==> config.mk <==
export PLATFORM = sky130hd
export DESIGN_NAME = dmem_port_arbiter
export DESIGN_NICKNAME = d
export VERILOG_FILES = /design/src/rtl/dmem_port_arbiter.sv
export SDC_FILE = /design/constraint.sdc
export NUM_CORES = 1
export LEC_CHECK = 0
export ABC_CLOCK_PERIOD_IN_PS = 3200
export CAP_MARGIN = 30
export CORE_MARGIN = 1.5
export CORE_UTILIZATION = 30
export DETAILED_ROUTE_END_ITERATION = 10
export GPL_TIMING_DRIVEN = 1
export HOLD_SLACK_MARGIN = 0.15
export PLACE_DENSITY_LB_ADDON = 0.08
export RECOVER_POWER = 50
export REMOVE_ABC_BUFFERS = 1
export SLEW_MARGIN = 25
export SYNTH_ARGS = -nofsm -noshare
export SYNTH_HDL_FRONTEND = slang
export SYNTH_SLANG_ARGS = --single-unit
==> constraint.sdc <==
create_clock -name i_clk -period 3.2 [get_ports i_clk]
set_input_delay 0.8 -clock i_clk [delete_from_list [all_inputs] [get_ports i_clk]]
set_output_delay 0.8 -clock i_clk [all_outputs]
set_load 0.05 [all_outputs]
==> src/rtl/dmem_port_arbiter.sv <==
// Round-robin arbiter sharing the C_Memory data port between the CPU and the program loader.
// Each access runs IDLE -> ISSUE -> WAIT -> DONE to cover the memory's 1-cycle read latency.
module dmem_port_arbiter #(
    parameter int unsigned       ADDR_W   = 10,
    parameter int unsigned       DATA_W   = 16,
    parameter logic [ADDR_W-1:0] TEXT_END = 10'd512
) (
    input  logic              i_clk,
    input  logic              i_reset,
    input  logic              i_cpu_req,
    input  logic              i_cpu_we,
    input  logic [ADDR_W-1:0] i_cpu_addr,
    input  logic [DATA_W-1:0] i_cpu_wdata,
    output logic              o_cpu_ack,
    output logic              o_cpu_err,
    input  logic              i_ldr_req,
    input  logic              i_ldr_we,
    input  logic [ADDR_W-1:0] i_ldr_addr,
    input  logic [DATA_W-1:0] i_ldr_wdata,
    output logic              o_ldr_ack,
    output logic [DATA_W-1:0] o_rdata,
    input  logic              i_text_lock,
    output logic [ADDR_W-1:0] o_mem_addr_data,
    output logic [DATA_W-1:0] o_mem_write_data,
    output logic              o_mem_save,
    input  logic [DATA_W-1:0] i_mem_out_data,
    output logic              o_busy
);

    typedef enum logic [1:0] {
        StIdle,
        StIssue,
        StWait,
        StDone
    } state_e;

    state_e              r_state;
    state_e              w_state_d;
    logic                r_last_gnt;
    logic                r_sel;
    logic                r_we;
    logic                r_blocked;
    logic [ADDR_W-1:0]   r_addr;
    logic [DATA_W-1:0]   r_wdata;
    logic [DATA_W-1:0]   r_rdata;

    logic                w_grant;
    logic                w_gnt_sel;
    logic                w_gnt_we;
    logic [ADDR_W-1:0]   w_gnt_addr;
    logic [DATA_W-1:0]   w_gnt_wdata;
    logic                w_gnt_blocked;

    always_comb begin
        w_state_d = r_state;
        w_grant   = 1'b0;
        w_gnt_sel = 1'b0;
        unique case (r_state)
            StIdle: begin
                // On a tie the requester that did not win last time is served.
                if (i_cpu_req && i_ldr_req) begin
                    w_grant   = 1'b1;
                    w_gnt_sel = ~r_last_gnt;
                end else if (i_cpu_req) begin
                    w_grant   = 1'b1;
                    w_gnt_sel = 1'b0;
                end else if (i_ldr_req) begin
                    w_grant   = 1'b1;
                    w_gnt_sel = 1'b1;
                end
                if (w_grant) begin
                    w_state_d = StIssue;
                end
            end
            StIssue: w_state_d = StWait;
            StWait:  w_state_d = StDone;
            StDone:  w_state_d = StIdle;
            default: w_state_d = StIdle;
        endcase
    end

    always_comb begin
        w_gnt_we      = w_gnt_sel ? i_ldr_we    : i_cpu_we;
        w_gnt_addr    = w_gnt_sel ? i_ldr_addr  : i_cpu_addr;
        w_gnt_wdata   = w_gnt_sel ? i_ldr_wdata : i_cpu_wdata;
        w_gnt_blocked = ~w_gnt_sel & w_gnt_we & i_text_lock & (w_gnt_addr < TEXT_END);
    end

    always_ff @(posedge i_clk) begin
        if (i_reset) begin
            r_state    <= StIdle;
            r_last_gnt <= 1'b1;
            r_sel      <= 1'b0;
            r_we       <= 1'b0;
            r_blocked  <= 1'b0;
            r_addr     <= '0;
            r_wdata    <= '0;
            r_rdata    <= '0;
        end else begin
            r_state <= w_state_d;
            if (w_grant) begin
                r_last_gnt <= w_gnt_sel;
                r_sel      <= w_gnt_sel;
                r_we       <= w_gnt_we;
                r_blocked  <= w_gnt_blocked;
                r_addr     <= w_gnt_addr;
                r_wdata    <= w_gnt_wdata;
            end
            if (r_state == StWait && !r_we) begin
                r_rdata <= i_mem_out_data;
            end
        end
    end

    // Gating with reset keeps an ISSUE-cycle write from landing on the reset edge.
    assign o_mem_save       = (r_state == StIssue) & r_we & ~r_blocked & ~i_reset;
    assign o_mem_addr_data  = r_addr;
    assign o_mem_write_data = r_wdata;
    assign o_cpu_ack        = (r_state == StDone) & ~r_sel;
    assign o_ldr_ack        = (r_state == StDone) &  r_sel;
    assign o_cpu_err        = (r_state == StDone) & ~r_sel & r_blocked;
    assign o_rdata          = r_rdata;
    assign o_busy           = (r_state != StIdle);

endmodule

==> impl_metrics.toml <==
[hold_path]
min_to = "o_rdata[1]$_SDFFE_PP0P_"
min_from = "o_rdata[1]$_SDFFE_PP0P_"
worstHoldPathCells = 2
hold_class = "reg -> reg"

[critical_path]
cp-end-kind = "primary output"
crit_path_start_kind = "register"
reg2reg_from = "r_state[0]$_SDFFE_PP0P_"
critPathRequiredTime_ns = 2.40
reg2reg_depth = 7
cp.arrival_ns = 1.95
r2r_end = "o_mem_write_data[12]$_SDFFE_PP0P_"
path_max_fanout = 4
path_class = "reg -> out"
reg2reg_slack_ns = 0.91

[grt]
grt_first_pass_wirelength_um = 9080
grt_util_all_layers = 0.150
antenna_found_initial = 0
globalRouteOverflowTotal = 0
grt_max_degree = 49
grt_pass1_vias = 1930

[yosys]
seq_area_frac_synth = 0.441
synth_edf_count = 0
async_flop_share = 0
synth_cell_type_count = 27
ys_ff_latch = 48
synth.area.top_cells = "dfxtp_1 (44%), nand2_1 (15%), a311oi_2 (14%)"
synth_warnings = 0
synth_adder_area_share = 0.0287
netlist_instances = 259
synth.most_common_cell = "nand2_1"
yosysTopAreaCellShare = 0.441
yosys.area_share.simple = 0.245
synth_mux_area_frac = 0.00459
ys.flop_type = "dfxtp_1"
synth-xor-area-share = 0
syn_area_sq_um = 2180
synth.avg_cell_area_sq_um = 8.42
synth_compound_area_frac = 0.220
synth_top_family_by_area = "simple AND/OR/NAND/NOR gates"
synth_area_leader_cell = "dfxtp_1"
synthTopCellsByCount = "nand2_1 (89), dfxtp_1 (48), nor2_1 (28), a21oi_1 (20), a311oi_2 (20)"

[die]
die_area_sq_um = 7790
io_pins = 122
die_x_um = 88.2
die_h_um = 88.2
num_rows = 30
initial_utilization = 0.316
coreArea_sq_um = 6910

[placement]
gp_congestion = 0.720
hpwl_um = 4110
portBuffers = 121
dpl.cell_count = 460

[final_layout]
fin_cells = 468
syn2layout_area_growth_pct = 62.9
drive_gt1_frac = 0.0941
diodes = 0
nNetsFinal = 451
fin_util = 0.514

[timing]
relSlewSlack = 0.290
clock_skew_ns = 0.00545
final.setup.tns_ns = 0
post-route-period-util = 0.861
drv_slew = 0
hold-worst-slack_ns = 0.453
hold_viol = 0
max_freq_mhz = 363
fin_crit_ns = 2.75
setup_violations = 0
tightest_slew_ns = 1.06
rsz0062_at_grt = "no"

[route]
vias_per_cell = 4.49
drt_pass1_iterations = 4
ant_nets = 0
routedWlPerCell_um = 12.5
drcViolationCount = 0
wl_um = 5840
via_count = 2100
drt_iter0_markers = 62

[clocking]
post_cts_buffers = 0
hold_buffers = 0
cts_tree = "built"
cts.sinks = 48
cts-root-buf = "clkbuf_8"
cts_buffers = 5
insertion_delay_ns = 0.30
post_cts_resized = 0
clkTransAtPathRegs_ns = 0.08
cts_max_level = 2
clockBufferDepth = 2

[power]
p_per_area_nw_per_um2 = 872
peakVddDrop_v = 0.000354
total_power_w = 0.00309
p_leak_nw = 1.32

[run_status]
status = "completed"

[run]
max_cap_viol_count = 0
==> sequential cells by signal, indices dropped and copies added (netlist names) <==
name,cells
o_mem_write_data,16
o_rdata,16
o_mem_addr_data,10
r_state,2
r_blocked,1
r_last_gnt,1
r_sel,1
r_we,1
==> layer usage <==
| layer | wire [um] | GRT usage | vias to the layer above |
|---|---|---|---|
| li1 | - | - | 1099 |
| met1 | 2700 | 0.187 | 914 |
| met2 | 2540 | 0.241 | 82 |
| met3 | 562 | 0.0625 | 5 |
| met4 | 30 | 0.0384 | 0 |
| met5 | 0 | 0 | - |
==> where the power goes <==
part / internal, W / total [W] / switching (W) / leakage (nW)
Combinational: 0.000657 / 0.00184 / 0.00118 / 0.875
Clock: 0.000173 / 0.000373 / 0.000200 / 0.0510
Sequential: 0.000786 / 0.000883 / 0.0000973 / 0.395
Total: 0.00162 / 0.00309 / 0.00148 / 1.32
==> worst max-delay path by stage <==
stage	from	endpoint	slack (ns)	cells after the start
after floorplan	i_reset	o_mem_save	0.07	1
after global placement	i_ldr_req	o_mem_addr_data[7]$_SDFFE_PP0P_	0.74	6
after detailed placement	i_cpu_req	o_mem_write_data[1]$_SDFFE_PP0P_	0.69	6
after CTS	r_state[1]$_SDFFE_PP0P_	o_cpu_err	0.42	4
after global routing	i_ldr_req	o_mem_write_data[2]$_SDFFE_PP0P_	0.27	6
final	r_state[1]$_SDFFE_PP0P_	o_cpu_err	0.45	4
==> per-stage QoR <==
stage | instance area [sq um] | setup slack (ns)
floorplan | 2060 | 0.0691
finish | 3550 | 0.445
CTS | 3560 | 0.420
global placement | 3460 | 0.744
global route | 3550 | 0.273
detailed placement | 3470 | 0.688
==> cells by family (layout without fill, tap and decap cells) <==
logic type      count (synthesis)  in the layout
simple gates                  131            131
compound gates                 50             50
flops                          48             48
buf+inv                        24            137
fa+ha+maj                       5              5
mux                             1              1
==> worst max-delay path, cell delays in order (launching register included) <==
cell and delay, ns:
dfxtp_1 0.39, ha_1 0.18, nor2b_1 0.16, and2_1 0.14, clkdlybuf4s50_1 0.79
==> placed cells by master (no fill, tap or decap), types with 2 or more instances in the layout <==
cell type	Yosys	final
clkdlybuf4s50_1	0	114
and3_1	2	2
clkinv_2	0	2
dfxtp_1	48	48
nand2_1	89	89
o21ai_0	2	2
a311oi_1	6	6
a21oi_1	20	20
nor3_1	2	2
ha_1	5	5
dlygate4sd3_1	0	5
clkbuf_8	0	6
buf_12	0	4
nor2_1	28	29
a311oi_2	20	20
and2_1	3	3
inv_1	3	3
nor2b_1	2	2
==> layout make-up <==
cell class / instances / area [sq um]
Multi-Input combinational cell: 187 / 1080
Clock buffer: 6 / 82.6
Sequential cell: 48 / 961
Tap cell: 96 / 120
Timing Repair Buffer: 125 / 1280
Clock inverter: 2 / 10.0
Inverter: 4 / 15.0
Fill cell: 694 / 3360
Power figures use the tool's default switching activity.
==> edit: new RTL, config.mk and constraints unchanged <==
Change the parameter `DATA_W` from 16 to 12.
--- a/src/rtl/dmem_port_arbiter.sv
+++ b/src/rtl/dmem_port_arbiter.sv
@@ -2,7 +2,7 @@
 // Each access runs IDLE -> ISSUE -> WAIT -> DONE to cover the memory's 1-cycle read latency.
 module dmem_port_arbiter #(
     parameter int unsigned       ADDR_W   = 10,
-    parameter int unsigned       DATA_W   = 16,
+    parameter int unsigned       DATA_W   = 12,
     parameter logic [ADDR_W-1:0] TEXT_END = 10'd512
 ) (
     input  logic              i_clk,
Interface: changed (5 resized); port bits go from 122 to 102. No check against the original RTL was run, so the function may have changed too.
==> edit against the unedited design <==
  * Sequential share of layout area up 0.77 points
  * Wire length down 17%
  * Sequential cell count down 8
  * Clock power down 7.2%
  * Area after synthesis down 21%
  * Final area down 19%
  * Setup slack worse by 0.0082 ns
  * Total power down 19%
  * Critical endpoint is now o_busy
==> edit: results (changes against the unedited design) <==
[placement]
post_dp_cell_area_um2 = 2786  ; was 3467 µm²
post-place-ws_ns = 0.5118  ; was 0.6876 ns
portBuffers = 101  ; was 121
gp_congestion = 0.7425  ; was 0.7195
hpwl_mm = 3.318  ; was 4.108 mm

[setup_path]
reg2reg_to = r_blocked  ; was o_mem_write_data[12]
crit_fanout = 5  ; was 4
endpoint = o_busy  ; was o_cpu_err
crit_path_start = r_state[0]  ; was r_state[1]
worstPathArrival_ns = 1.96
rrSetupSlack_ns = 1.16  ; was 0.91 ns

[clock_network]
postCtsSetupBuffers = 0  ; unchanged
clock_path_buffers = 2  ; unchanged
clock_latency_ns = 0.29
cts_root_buffer = clkbuf_8  ; unchanged

[run_status]
outcome = finished clean  ; unchanged

[detailed_routing]
via_count = 1787  ; was 2100
drt_pre_antenna_iters = 4  ; unchanged
first_iter_violations = 34  ; was 62
wirelength_mm = 4.873  ; was 5.840 mm

[global_route]
grt_pass1_vias = 1687  ; was 1930
grt_pass1_wl_mm = 8.017  ; was 9.080 mm
antenna_found_initial = 0  ; unchanged
grt_use_total_pct = 16.55  ; was 14.98%
grt_max_degree = 46  ; was 49

[layout]
fillers = 544  ; was 694
drive_above_1_share_pct = 4.430  ; was 9.409%
nets = 383  ; was 451

[pwr]
p_leak_nw = 1.105  ; was 1.322 nW
irDropWorstVdd_mv = 0.8603  ; was 0.3535 mV

[synth]
ys_seq_area_share_pct = 46.78  ; was 44.09%
synth_area_leaders = dfxtp_1, nand2_1, a311oi_1, nor2_1, a21oi_1  ; was dfxtp_1, nand2_1, a311oi_2, nor2_1, a21oi_1
synth_cell_type_count = 23  ; was 27
synth.top_cells.by_count = nand2_1, dfxtp_1, nor2_1  ; unchanged

[sta]
worst_slew_pin_slew_ns = 0.8509  ; was 1.062 ns
fmaxAchievable_ghz = 0.3619  ; was 0.3630 GHz
fin_skew_ns = 0.002441  ; was 0.005449 ns

[min_path]
min_path_cells = 2  ; unchanged
hold_class = register to register  ; unchanged

## edit: changes by cell type in the layout (fill, tap and decap cells not counted), moves of 5 or more
cell / change
dfxtp_1: -8
nor2_1: -5
a311oi_1: +16
a311oi_2: -20
nand2_1: -16
clkdlybuf4s50_1: -18
## edit: logic make-up (layout without fill, tap and decap cells)
kind of cell             after synthesis  in the layout  share of synthesized area (%)
buffers and inverters                 18            117                          4.751
AO/OA/AOI/OAI                         42             42                          17.47
adder cells (fa/ha/maj)                5              5                          3.655
flip-flops                            40             40                          46.78
multiplexers                           1              1                         0.5848
AND/OR/NAND/NOR                      111            111                          26.75
## edit: final cells by class
type | count | area, µm² | area share, %
clock buffers | 6 | 82.58 | 2.871
clock inverters | 2 | 10.01 | 0.3480
inverters | 4 | 15.01 | 0.5220
multi-input cells | 159 | 829.5 | 28.84
flip-flops and latches | 40 | 800.8 | 27.84
well taps | 72 | 90.09 | 3.132
repair buffers | 105 | 1049 | 36.45
## edit: metal layers
layer,track usage [%],part of all wire (%),vias up
li1,-,-,931
met1,20.54,45,793
met2,26.98,47,56
met3,4.186,6.3,7
met4,7.143,1.6,0
met5,0,0,-
## edit: report_power, final
group | total [mW] | internal [mW] | switching, mW
clock network | 0.346 | 0.172 | 0.174
registers | 0.744 | 0.658 | 0.0859
logic | 1.42 | 0.493 | 0.929
total | 2.51 | 1.32 | 1.19
## edit: critical path, stage by stage, from the launching register on
cell and delay (ns):
dfxtp_1 0.37, inv_1 0.10, ha_1 0.25, inv_1 0.14
clkdlybuf4s50_1 0.82
## edit: metrics by stage
step / utilization (%) / hold WS [ns] / std cells / power [mW]
after floorplan: - / 0.4390 / 203 / 1.684
after detailed placement: 50.60 / 0.4494 / 380 / 2.200
after CTS: 52.28 / 0.4608 / 388 / 2.557
final: 52.24 / 0.4564 / 388 / 2.512
after global routing: 52.24 / 0.4763 / 388 / 2.699
after global placement: 50.60 / 0.4420 / 380 / 2.190
## edit: worst min path at each step
stage / start / endpoint / slack, ns
3_3_place_gp: o_rdata[10] / o_rdata[10] / 0.44
2_1_floorplan: r_sel / r_sel / 0.44
3_5_place_dp: o_rdata[9] / o_rdata[9] / 0.45
6_report: o_rdata[11] / o_rdata[11] / 0.46
4_1_cts: o_rdata[10] / o_rdata[10] / 0.46
5_1_grt: o_rdata[11] / o_rdata[11] / 0.48
